[src/rtl/regfile_write_sched.sv]
// regfile_write_sched
// Single-write-port scheduler between the SEQ writeback stage and the
// 15-entry register file. Each accepted writeback is decoded into its
// E-destination and M-destination writes. popq (two writes) is serialised
// over two cycles, E first and then M, so popq %rsp leaves valM in %rsp.
// A debug/initialisation requester shares the port. It wins when the
// writeback side is idle, or once STARVE_LIMIT writebacks have been taken
// while it was waiting.
//
// Ports:
//   clock, reset_n        rising-edge clock, asynchronous active-low reset
//   wb_valid/wb_ready     writeback handshake
//   wb_icode, wb_cnd      instruction code and cmov condition
//   wb_ra, wb_rb          register fields
//   wb_vale, wb_valm      result values
//   dbg_valid/dbg_ready   debug write handshake
//   dbg_addr, dbg_data    debug write target and value
//   rf_wen/waddr/wdata    registered register-file write port
//   wb_done               pulse when a writeback's final slot issues
module regfile_write_sched #(
  parameter int STARVE_LIMIT = 4,
  parameter int REG_SP       = 4
) (
  input  logic        clock,
  input  logic        reset_n,
  input  logic        wb_valid,
  output logic        wb_ready,
  input  logic [3:0]  wb_icode,
  input  logic        wb_cnd,
  input  logic [3:0]  wb_ra,
  input  logic [3:0]  wb_rb,
  input  logic [63:0] wb_vale,
  input  logic [63:0] wb_valm,
  input  logic        dbg_valid,
  output logic        dbg_ready,
  input  logic [3:0]  dbg_addr,
  input  logic [63:0] dbg_data,
  output logic        rf_wen,
  output logic [3:0]  rf_waddr,
  output logic [63:0] rf_wdata,
  output logic        wb_done
);

  typedef enum logic [0:0] {
    ST_IDLE   = 1'b0,
    ST_SECOND = 1'b1
  } state_t;

  localparam logic [3:0] RNONE   = 4'd15;
  localparam logic [3:0] SP_ADDR = 4'(REG_SP);
  localparam logic [3:0] LIMIT   = 4'(STARVE_LIMIT);

  // Returns {dst_e, dst_m}; RNONE marks "no write".
  function automatic logic [7:0] decode_dst(
    input logic [3:0] icode,
    input logic       cnd,
    input logic [3:0] ra,
    input logic [3:0] rb
  );
    logic [3:0] dst_e;
    logic [3:0] dst_m;
    dst_e = RNONE;
    dst_m = RNONE;
    case (icode)
      4'h2: begin
        if (cnd) begin
          dst_e = rb;
        end else begin
          dst_e = RNONE;
        end
      end
      4'h3, 4'h6:        dst_e = rb;
      4'h5:              dst_m = ra;
      4'h8, 4'h9, 4'hA:  dst_e = SP_ADDR;
      4'hB: begin
        dst_e = SP_ADDR;
        dst_m = ra;
      end
      default: begin
        dst_e = RNONE;
        dst_m = RNONE;
      end
    endcase
    return {dst_e, dst_m};
  endfunction

  state_t      state_r;
  logic [3:0]  starve_cnt_r;
  logic [3:0]  pend_addr_r;
  logic [63:0] pend_data_r;

  logic [7:0]  dst_s;
  logic [3:0]  dst_e_s;
  logic [3:0]  dst_m_s;
  logic        e_ok_s;
  logic        m_ok_s;
  logic        in_idle_s;
  logic        dbg_grant_s;
  logic        wb_acc_s;
  logic        dbg_acc_s;
  logic [3:0]  starve_inc_s;

  // Decode, arbitration and handshake qualification.
  always_comb begin
    dst_s     = decode_dst(wb_icode, wb_cnd, wb_ra, wb_rb);
    dst_e_s   = dst_s[7:4];
    dst_m_s   = dst_s[3:0];
    e_ok_s    = (dst_e_s != RNONE);
    m_ok_s    = (dst_m_s != RNONE);
    in_idle_s = (state_r == ST_IDLE);
    // Debug wins when writeback is absent or has starved it long enough.
    // Both readies are forced low while reset is asserted.
    dbg_grant_s = reset_n && in_idle_s && dbg_valid &&
                  (!wb_valid || (starve_cnt_r == LIMIT));
    dbg_ready = dbg_grant_s;
    wb_ready  = reset_n && in_idle_s && !dbg_grant_s;
    wb_acc_s  = wb_valid && wb_ready;
    dbg_acc_s = dbg_valid && dbg_ready;
    if (starve_cnt_r < LIMIT) begin
      starve_inc_s = starve_cnt_r + 4'd1;
    end else begin
      starve_inc_s = starve_cnt_r;
    end
  end

  // Scheduler state, starvation counter and registered write port.
  always_ff @(posedge clock or negedge reset_n) begin
    if (!reset_n) begin
      state_r      <= ST_IDLE;
      starve_cnt_r <= 4'd0;
      pend_addr_r  <= 4'd0;
      pend_data_r  <= 64'd0;
      rf_wen       <= 1'b0;
      rf_waddr     <= 4'd0;
      rf_wdata     <= 64'd0;
      wb_done      <= 1'b0;
    end else begin
      case (state_r)
        ST_SECOND: begin
          // Deferred M write of a dual-destination instruction.
          rf_wen   <= 1'b1;
          rf_waddr <= pend_addr_r;
          rf_wdata <= pend_data_r;
          wb_done  <= 1'b1;
          state_r  <= ST_IDLE;
        end
        ST_IDLE: begin
          if (dbg_acc_s) begin
            rf_wen       <= (dbg_addr != RNONE);
            rf_waddr     <= dbg_addr;
            rf_wdata     <= dbg_data;
            wb_done      <= 1'b0;
            starve_cnt_r <= 4'd0;
          end else if (wb_acc_s) begin
            if (e_ok_s) begin
              rf_wen   <= 1'b1;
              rf_waddr <= dst_e_s;
              rf_wdata <= wb_vale;
            end else if (m_ok_s) begin
              rf_wen   <= 1'b1;
              rf_waddr <= dst_m_s;
              rf_wdata <= wb_valm;
            end else begin
              rf_wen <= 1'b0;
            end
            if (e_ok_s && m_ok_s) begin
              state_r     <= ST_SECOND;
              pend_addr_r <= dst_m_s;
              pend_data_r <= wb_valm;
              wb_done     <= 1'b0;
            end else begin
              wb_done <= 1'b1;
            end
            if (dbg_valid) begin
              starve_cnt_r <= starve_inc_s;
            end else begin
              starve_cnt_r <= 4'd0;
            end
          end else begin
            // No transfer: address/data hold their previous values.
            rf_wen  <= 1'b0;
            wb_done <= 1'b0;
            if (!dbg_valid) begin
              starve_cnt_r <= 4'd0;
            end else begin
              starve_cnt_r <= starve_cnt_r;
            end
          end
        end
        default: begin
          state_r <= ST_IDLE;
          rf_wen  <= 1'b0;
          wb_done <= 1'b0;
        end
      endcase
    end
  end

endmodule
[config.mk]
export PLATFORM = sky130hd
export DESIGN_NAME = regfile_write_sched
export DESIGN_NICKNAME = d
export VERILOG_FILES = /design/src/rtl/regfile_write_sched.sv
export SDC_FILE = /design/constraint.sdc
export NUM_CORES = 1
export LEC_CHECK = 0
export BUFFER_PORTS_ARGS = -buffer_cell sky130_fd_sc_hd__buf_2
export CORE_UTILIZATION = 55
export CTS_BUF_LIST = sky130_fd_sc_hd__clkbuf_8
export DETAILED_ROUTE_END_ITERATION = 10
export HOLD_SLACK_MARGIN = 0.05
export PLACE_DENSITY = 0.86
export SLEW_MARGIN = 20
export SYNTH_ARGS = -nofsm -noshare
export SYNTH_HDL_FRONTEND = slang
export SYNTH_SLANG_ARGS = --single-unit
[constraint.sdc]
create_clock -name clock -period 7.6 [get_ports clock]
set_clock_uncertainty 0.2 [all_clocks]
set_input_delay 0.76 -clock clock [delete_from_list [all_inputs] [get_ports clock]]
set_output_delay 0.76 -clock clock [all_outputs]
set_load 0.005 [all_outputs]
==> results of run 1 <==
[power by group]
part           switching [W]  total (W)  leakage [nW]  internal (W)
Combinational       0.000304   0.000598          3.37      0.000294
Clock               0.000283   0.000572         0.205      0.000288
Sequential          0.000110    0.00106          1.80      0.000952
[placed cells by master, fill, tap and decap left out, types with 6 or more instances in the layout]
| master | instances |
|---|---|
| a21oi_1 | 13 |
| a311oi_1 | 128 |
| o31ai_1 | 47 |
| mux2_1 | 6 |
| o31ai_2 | 20 |
| nor2b_1 | 70 |
| buf_2 | 283 |
| nand3_1 | 68 |
| inv_1 | 75 |
| nor2_1 | 11 |
| a21o_1 | 65 |
| buf_4 | 12 |
| dfrtp_1 | 142 |
| mux2_2 | 61 |
| clkbuf_8 | 18 |
[cells by family (layout without fill, tap and decap cells)]
kind of cell / after synthesis / in the layout
adder cells (fa/ha/maj): 2 / 2
buffers and inverters: 168 / 397
AO/OA/AOI/OAI: 297 / 297
AND/OR/NAND/NOR: 175 / 175
other: 0 / 1
multiplexers: 67 / 67
flip-flops: 143 / 143
[final cells by class]
class,count,area [um^2],area share
antenna,1,2.50,0.000244
sequential,143,3580,0.350
timing repair buffer,296,1520,0.148
clock inverter,13,110,0.0108
clock buffer,18,248,0.0242
inverter,70,263,0.0257
tap,188,235,0.0230
multi-input combinational,541,4280,0.418
[per-layer routing]
metal | up-vias | share of wire
met3 | 72 | 0.10
li1 | 3662 | -
met5 | - | 0
met1 | 4021 | 0.38
met4 | 0 | 0.034
met2 | 572 | 0.48
[critical path: stages]
cell and delay (ns):
buf_2 0.17, or4_1 0.56, o211ai_1 0.11, buf_4 0.70
and3_2 0.76, buf_4 0.53, a311oi_1 0.19, o31ai_1 0.31
[sequential cells by signal (all words and copies together), names as in the netlist]
register      flops
state_r           1
rf_waddr          4
pend_data_r      64
rf_wen            1
wb_done           1
pend_addr_r       4
starve_cnt_r      4
rf_wdata         64
[how the worst max path moves through the flow]
| stage | from | endpoint | slack (ns) | cells past startpoint |
|---|---|---|---|---|
| floorplan | wb_icode[2] | rf_waddr[2] | 4.65 | 8 |
| global placement | wb_icode[3] | rf_wdata[13] | 3.39 | 8 |
| detailed placement | wb_icode[3] | rf_wdata[0] | 3.26 | 8 |
| CTS | reset_n | dbg_ready | 3.68 | 6 |
| global route | reset_n | dbg_ready | 3.46 | 6 |
| finish | wb_icode[3] | rf_wdata[15] | 3.59 | 8 |
[metrics by stage]
step                instance area, um^2  hold WS, ns
finish                            10200        0.197
global route                      10200        0.265
CTS                               10200        0.238
detailed placement                 9870        0.280
global placement                   9870        0.271
floorplan                          8520        0.259
==> flow_summary.toml, run 1 <==
[sta]
fin_tns_setup_ns = 0
final-setup-viol-count = 0
worst_pin_slew_ns = 0.948
slew_headroom = 0.368
min_period_ns = 4.01
drv_slew = 0
rsz0062_at_grt = "no"
finalHoldViolCount = 0
fin_ws_ns = 3.59
fmax_mhz = 250
period_share = 0.527

[synthesis]
ys_ff_latch = 143
ys_warn_count = 0
synth_edf_count = 0
synth-seq-area-share = 0.420
synth_top_family_by_area = "compound AO/OA/AOI/OAI gates"
synthMuxAreaShare = 0.0885
syn-cell-area_um2 = 8520
synth_nets = 1067
synth-simple-area-share = 0.117
yosys.area_share.adder = 0.00294
synthTopCellsByArea = "dfrtp_1 42%, a311oi_1 13%, mux2_2 8.1%"
yosysTopAreaCell = "dfrtp_1"
synth_cells = 852
synth_common_cells = "143 x dfrtp_1, 128 x a311oi_1, 70 x nor2b_1, 69 x inv_1, 68 x nand3_1"
synth_compound_area_frac = 0.291
synthFlopType = "dfrtp_1"
synth_xor_area_frac = 0
yosysMostFrequentCell = "dfrtp_1"
synth_area_per_cell_um2 = 10.0
synth_cell_types = 49
yosysTopAreaCellShare = 0.420
async_reset_ff_frac = 1.00

[clocking]
cts_tree = "done"
clockRootBuffer = "clkbuf_8"
clk_path_buf_depth = 2
cts_buffers = 17
h-tree-depth = 4
cts_resized = 0
clkLatencyLatePin_ns = 0.45
postCtsSetupBuffers = 0
clk_pin_slew_ns = 0.07
clkSinkCount = 143
hold_buffers = 0

[routing]
ant_nets = 0
first_iter_violations = 747
drt_drc_violations_left = 0
wl_per_cell_um = 20.6
drtPass1Iterations = 5
viasPerCell = 6.56
vias = 8327
drt_wl_total_um = 26200

[final_layout]
fill_cells = 1196
layout-drive-gt1-share = 0.381
fin_util = 0.676
nets = 1284
fin_cells = 1270
area_growth_pct = 20.1

[setup_path]
critPathCaptureType = "flip-flop"
r2r_slack_ns = 3.85
crit_fanout = 68
worst_ep_arrival_time_ns = 4.15
cp.required_ns = 7.74
setup.worst_path.start_class = "input pin"
reg2reg_to = "rf_waddr[3]"
r2r_start = "state_r"
rr_worst_depth = 5
worstSetupPathType = "input pin to flip-flop"

[place]
dp_hpwl_um = 16100
io_buffers = 284
gp_congestion = 0.909
dp_slack_ns = 3.26
dpl.cell_count = 1238

[grt]
use_met1 = 0.409
grt_max_degree = 99
grt_pass1_wl_um = 41000
top_usage_layer = "met2"
grt.met2_usage = 0.534
met3_usage = 0.0599
grt_pass1_vias = 8139
grt_overflow_total = 0
track_usage = 0.327
antenna_found_initial = 1

[floorplanning]
dieWidth_um = 126
rows = 45
fp.dieH_um = 126
core_area_um2 = 15100
ios = 285
dieArea_um2 = 16000
start_util = 0.563

[power_and_ir_drop]
irDropWorstVdd_mv = 0.132
power_w = 0.00223
power_density_nw_per_um2 = 218
p_leak_nw = 5.37

[run_status]
outcome = "completed"

[hold_path]
hold_path.class = "input pin to async pin"

[job]
maxCapViolCount = 0
Note: power is estimated with default switching activity, not from simulation.
==> run 2, diff against run 1 <==
Settings changed: CORE_UTILIZATION 55 to 53, PLACE_DENSITY 0.86 to 0.83.
Clock period 7.6 ns to 4 ns, I/O delays scaled along.
==> run 2 against run 1 <==
Highest routed layer unchanged. Register-to-register slack worse by 2.9 ns. Largest cell class unchanged. Critical path depth down 1. Die area grew 3.7%. Non-clock buffer count is 72 higher. Total power rose by 97%.
==> flow_summary.toml, run 2 (synthesis gave the netlist of run 1 again) <==
[setup_path]
critPathCaptureType = "output port"
cp_slowest_cell = "dfrtp_1"
cp_top_family = "buffers and inverters"
crit_fanout = 20
cp.required_ns = 3.40
setup.worst_path.start_class = "flip-flop"
worstSetupPathType = "flip-flop to output port"
worst_ep_arrival_time_ns = 2.55
critical_path.cell_chain = "inv_1, ha_1, nand3b_1, a211o_2, inv_2, buf_4, buf_2"
critPathBufInv = 4
max_stage_delay_ns = 0.43

[floorplanning]
dieWidth_um = 129
ios = 285
core_area_um2 = 15400
dieArea_um2 = 16600
rows = 45
start_util = 0.552
fp.dieH_um = 129

[clocking]
clockRootBuffer = "clkbuf_8"
cts_resized = 0
clk_path_buf_depth = 2
clkLatencyLatePin_ns = 0.44
cts_buffers = 17
clk_pin_slew_ns = 0.08
h-tree-depth = 4
clkSinkCount = 143
cts_tree = "done"

[power_and_ir_drop]
p_clk_frac = 0.269
comb_power_share = 0.275
switchingPower_w = 0.00135
internal_power_w = 0.00305
switching_share = 0.307
p_leak_nw = 5.68
power_w = 0.00440
irDropWorstVdd_mv = 0.189
power_frac_seq = 0.456
power_density_nw_per_um2 = 399

[final_layout]
layout_common_cells = "283 x buf_2, 142 x dfrtp_1, 128 x a311oi_1, 70 x inv_1, 70 x nor2b_1"
register_area_um2 = 3580
mostFrequentLayoutCell = "buf_2"
nets = 1356
layout-drive-gt1-share = 0.367
reg_top3 = "pend_data_r: 64 flops, rf_wdata: 64 flops"
area_growth_pct = 29.5
fill_cells = 1178
multi_input_area_um2 = 4280

[sta]
worst_pin_slew_ns = 1.06
rsz0062_at_grt = "no"
drv_slew = 0
finalHoldViolCount = 0
final-setup-viol-count = 0
fin_tns_setup_ns = 0
fmax_mhz = 317
whs_ns = 0.0873
slew_headroom = 0.294
period_share = 0.788
min_period_ns = 3.15

[grt]
antenna_found_initial = 1
grt_pass1_wl_um = 42200
grt_max_degree = 107
grt_overflow_total = 0
grt_pass1_vias = 8453
track_usage = 0.329

[routing]
first_iter_violations = 557
drtPass1Iterations = 5
drt_wl_total_um = 26900
drt_drc_violations_left = 0
wl_per_cell_um = 19.7
ant_nets = 0
viasPerCell = 6.22
vias = 8497

[job]
maxCapViolCount = 0

[place]
dp_hpwl_um = 16400
io_buffers = 284
gp_congestion = 0.825

[run_status]
outcome = "completed"

[hold_path]
hold_path.class = "input pin to flip-flop"
run 2: cell types whose count changed in the layout (fill, tap and decap cells not counted), sizes merged:
cell / before / now
buf: 296 / 302
dlygate4sd3: 0 / 66
clkinv: 4 / 3
clkinvlp: 1 / 3
clkbuf: 18 / 22
inv: 76 / 71
run 2: worst min-delay path, cell delays in order:
cell and delay [ns]:
buf_2 0.11, nand4_1 0.06, a21oi_1 0.06, nand2_1 0.06
run 2: routing by layer:
layer / wire length, um / GRT usage
met5: 0 / 0
met4: 979 / 0.165
met1: 10400 / 0.389
met3: 2290 / 0.0728
met2: 13200 / 0.565
run 2: power groups by stage:
stage,clock network [W],registers [W],logic [W]
after floorplan,0,0.00200,0.000658
after global placement,0,0.00201,0.00112
after detailed placement,0,0.00203,0.00115
after CTS,0.00120,0.00200,0.00120
after global routing,0.00126,0.00205,0.00132
final,0.00119,0.00201,0.00121
run 2: cell type report:
cell class,instances,share of cell area
Multi-Input combinational cell,541,0.387
Sequential cell,143,0.325
Timing Repair Buffer,368,0.203
Clock buffer,22,0.0274
Tap cell,211,0.0239
Inverter,70,0.0238
Clock inverter,9,0.00987
Antenna cell,1,0.000227
run 2: stage by stage:
step                      cells  setup WS, ns  utilization  area [um^2]
after floorplan             852          1.41            -         8520
after global placement     1267         0.854        0.646         9960
after detailed placement   1267         0.706        0.646         9960
after CTS                  1364         0.829        0.715        11000
after global routing       1365         0.692        0.715        11000
final                      1365         0.850        0.715        11000
run 2: repair_timing:
item / in CTS / in global routing
setup buffers: 0 / 0
hold endpoints to repair: 94 / 0
hold buffers: 66 / 0
run 2: worst paths after layout:
check / endpoint / start / cells past startpoint / slack, ns
min in group asynchronous: rf_wdata[33] / reset_n / 2 / 0.20
max reg2reg: rf_wdata[12] / starve_cnt_r[0] / 9 / 0.98
max: dbg_ready / starve_cnt_r[0] / 7 / 0.85
min: rf_wen / dbg_addr[2] / 4 / 0.09
max in group asynchronous: pend_data_r[49] / reset_n / 3 / 2.33
min reg2reg: pend_data_r[7] / pend_data_r[7] / 1 / 0.29
==> run 3, diff against run 2 <==
Clock period 4 ns to 2.95 ns, I/O delays scaled along.
==> run 3 against run 2 <==
Wire length up 0.43%. Die area unchanged. Sequential power rose by 36%. First-iteration DRC count increased by 24%. Critical path depth unchanged. Clock power rose by 54%. Critical path type unchanged. Largest power group unchanged.
==> flow_summary.toml, run 3 (synthesis gave the netlist of run 1 again) <==
[setup_path]
setup.worst_path.start_class = "flip-flop"
cp.required_ns = 2.46
worst_ep_arrival_time_ns = 2.25
worstSetupPathType = "flip-flop to output port"
critPathCaptureType = "output port"
crit_fanout = 21

[clocking]
h-tree-depth = 4
clk_pin_slew_ns = 0.08
cts_buffers = 17
clockRootBuffer = "clkbuf_8"
clk_path_buf_depth = 2
postCtsSetupBuffers = 0
clkSinkCount = 143
cts_tree = "done"
clkLatencyLatePin_ns = 0.45

[place]
dpl.cell_count = 1274
io_buffers = 284
dp_slack_ns = 0.258
dpl_cell_area_um2 = 10100
dp_hpwl_um = 16900
gp_congestion = 0.868

[grt]
grt_pass1_wl_um = 43400
use_met1 = 0.401
met3_usage = 0.0674
grt_max_degree = 145
grt_overflow_total = 0
antenna_found_initial = 0
track_usage = 0.337
top_usage_layer = "met2"
grt.met2_usage = 0.578
grt_pass1_vias = 8655

[final_layout]
reg_top3 = "pend_data_r: 64 flops, rf_wdata: 64 flops"
mostFrequentLayoutCell = "buf_2"
layout-drive-gt1-share = 0.368
nets = 1370
diodes = 0
fin_area_um2 = 11400
layout_common_cells = "283 x buf_2, 142 x dfrtp_1, 128 x a311oi_1, 73 x dlygate4sd3_1"
fin_cells = 1378
area_growth_pct = 33.3

[sta]
drv_slew = 0
period_share = 0.929
fin_tns_setup_ns = 0
fin_ws_ns = 0.209
slew_headroom = 0.329
final-setup-viol-count = 0
finalHoldViolCount = 0
rsz0062_at_grt = "no"
worst_pin_slew_ns = 1.01
fmax_mhz = 365
min_period_ns = 2.74

[routing]
ant_nets = 0
wl_per_cell_um = 19.6
viasPerCell = 6.20
drt_drc_violations_left = 0
vias = 8543
first_iter_violations = 688
drtPass1Iterations = 7
drt_wl_total_um = 27000

[power_and_ir_drop]
power_w = 0.00624
power_density_nw_per_um2 = 550
p_leak_nw = 5.81
irDropWorstVdd_mv = 0.284

[floorplanning]
dieArea_um2 = 16600
core_area_um2 = 15400
fp.dieH_um = 129
rows = 45
ios = 285
dieWidth_um = 129
start_util = 0.552

[run_status]
outcome = "completed"

[job]
maxCapViolCount = 0

[hold_path]
hold_path.class = "input pin to flip-flop"
run 3: worst max-delay path, cell delays in order, from the launching register on:
cell and delay (ns):
dfrtp_1 0.41, inv_1 0.09, ha_1 0.16, nand3b_1 0.19
a211o_2 0.43, inv_4 0.15, buf_6 0.22, buf_2 0.14
run 3: what timing repair did:
item | 4_1_cts | 5_1_grt
hold endpoints to repair | 248 | 0
setup endpoints to repair | 0 | 1
hold buffers | 73 | 0
resized for setup | 0 | 2
run 3: worst paths after layout:
kind	cells after the start	endpoint	start	slack, ns
hold / removal	4	rf_wdata[28]	dbg_data[28]	0.09
max in group asynchronous	3	state_r	reset_n	1.57
min in group asynchronous	3	pend_data_r[32]	reset_n	0.43
setup reg to reg	9	rf_wdata[26]	starve_cnt_r[1]	0.29
setup / recovery	7	dbg_ready	starve_cnt_r[1]	0.21
hold reg to reg	1	pend_data_r[54]	pend_data_r[54]	0.29
run 3: area by class of cell:
type	count	area (um^2)
well taps	211	264
repair buffers	382	2500
clock buffers	21	289
clock inverters	10	184
multi-input cells	541	4280
fillers	1124	4070
flip-flops and latches	143	3580
inverters	70	265
run 3: where the power goes:
group / switching, W / internal [W] / leakage, nW / total, W
Clock: 0.000736 / 0.00109 / 0.228 / 0.00183
Sequential: 0.000283 / 0.00245 / 1.80 / 0.00274
Combinational: 0.000820 / 0.000862 / 3.78 / 0.00168
Total: 0.00184 / 0.00440 / 5.81 / 0.00624
run 3: per-layer routing:
layer | vias to the layer above | part of all wire
met3 | 81 | 0.083
met5 | - | 0
met2 | 495 | 0.50
met4 | 0 | 0.037
met1 | 4120 | 0.38
li1 | 3847 | -
run 3: stage by stage:
stage | hold WS [ns] | utilization
5_1_grt | 0.0789 | 0.736
6_report | 0.0886 | 0.736
3_3_place_gp | 0.269 | 0.658
3_5_place_dp | 0.277 | 0.658
4_1_cts | 0.0604 | 0.736
2_1_floorplan | -0.201 | -
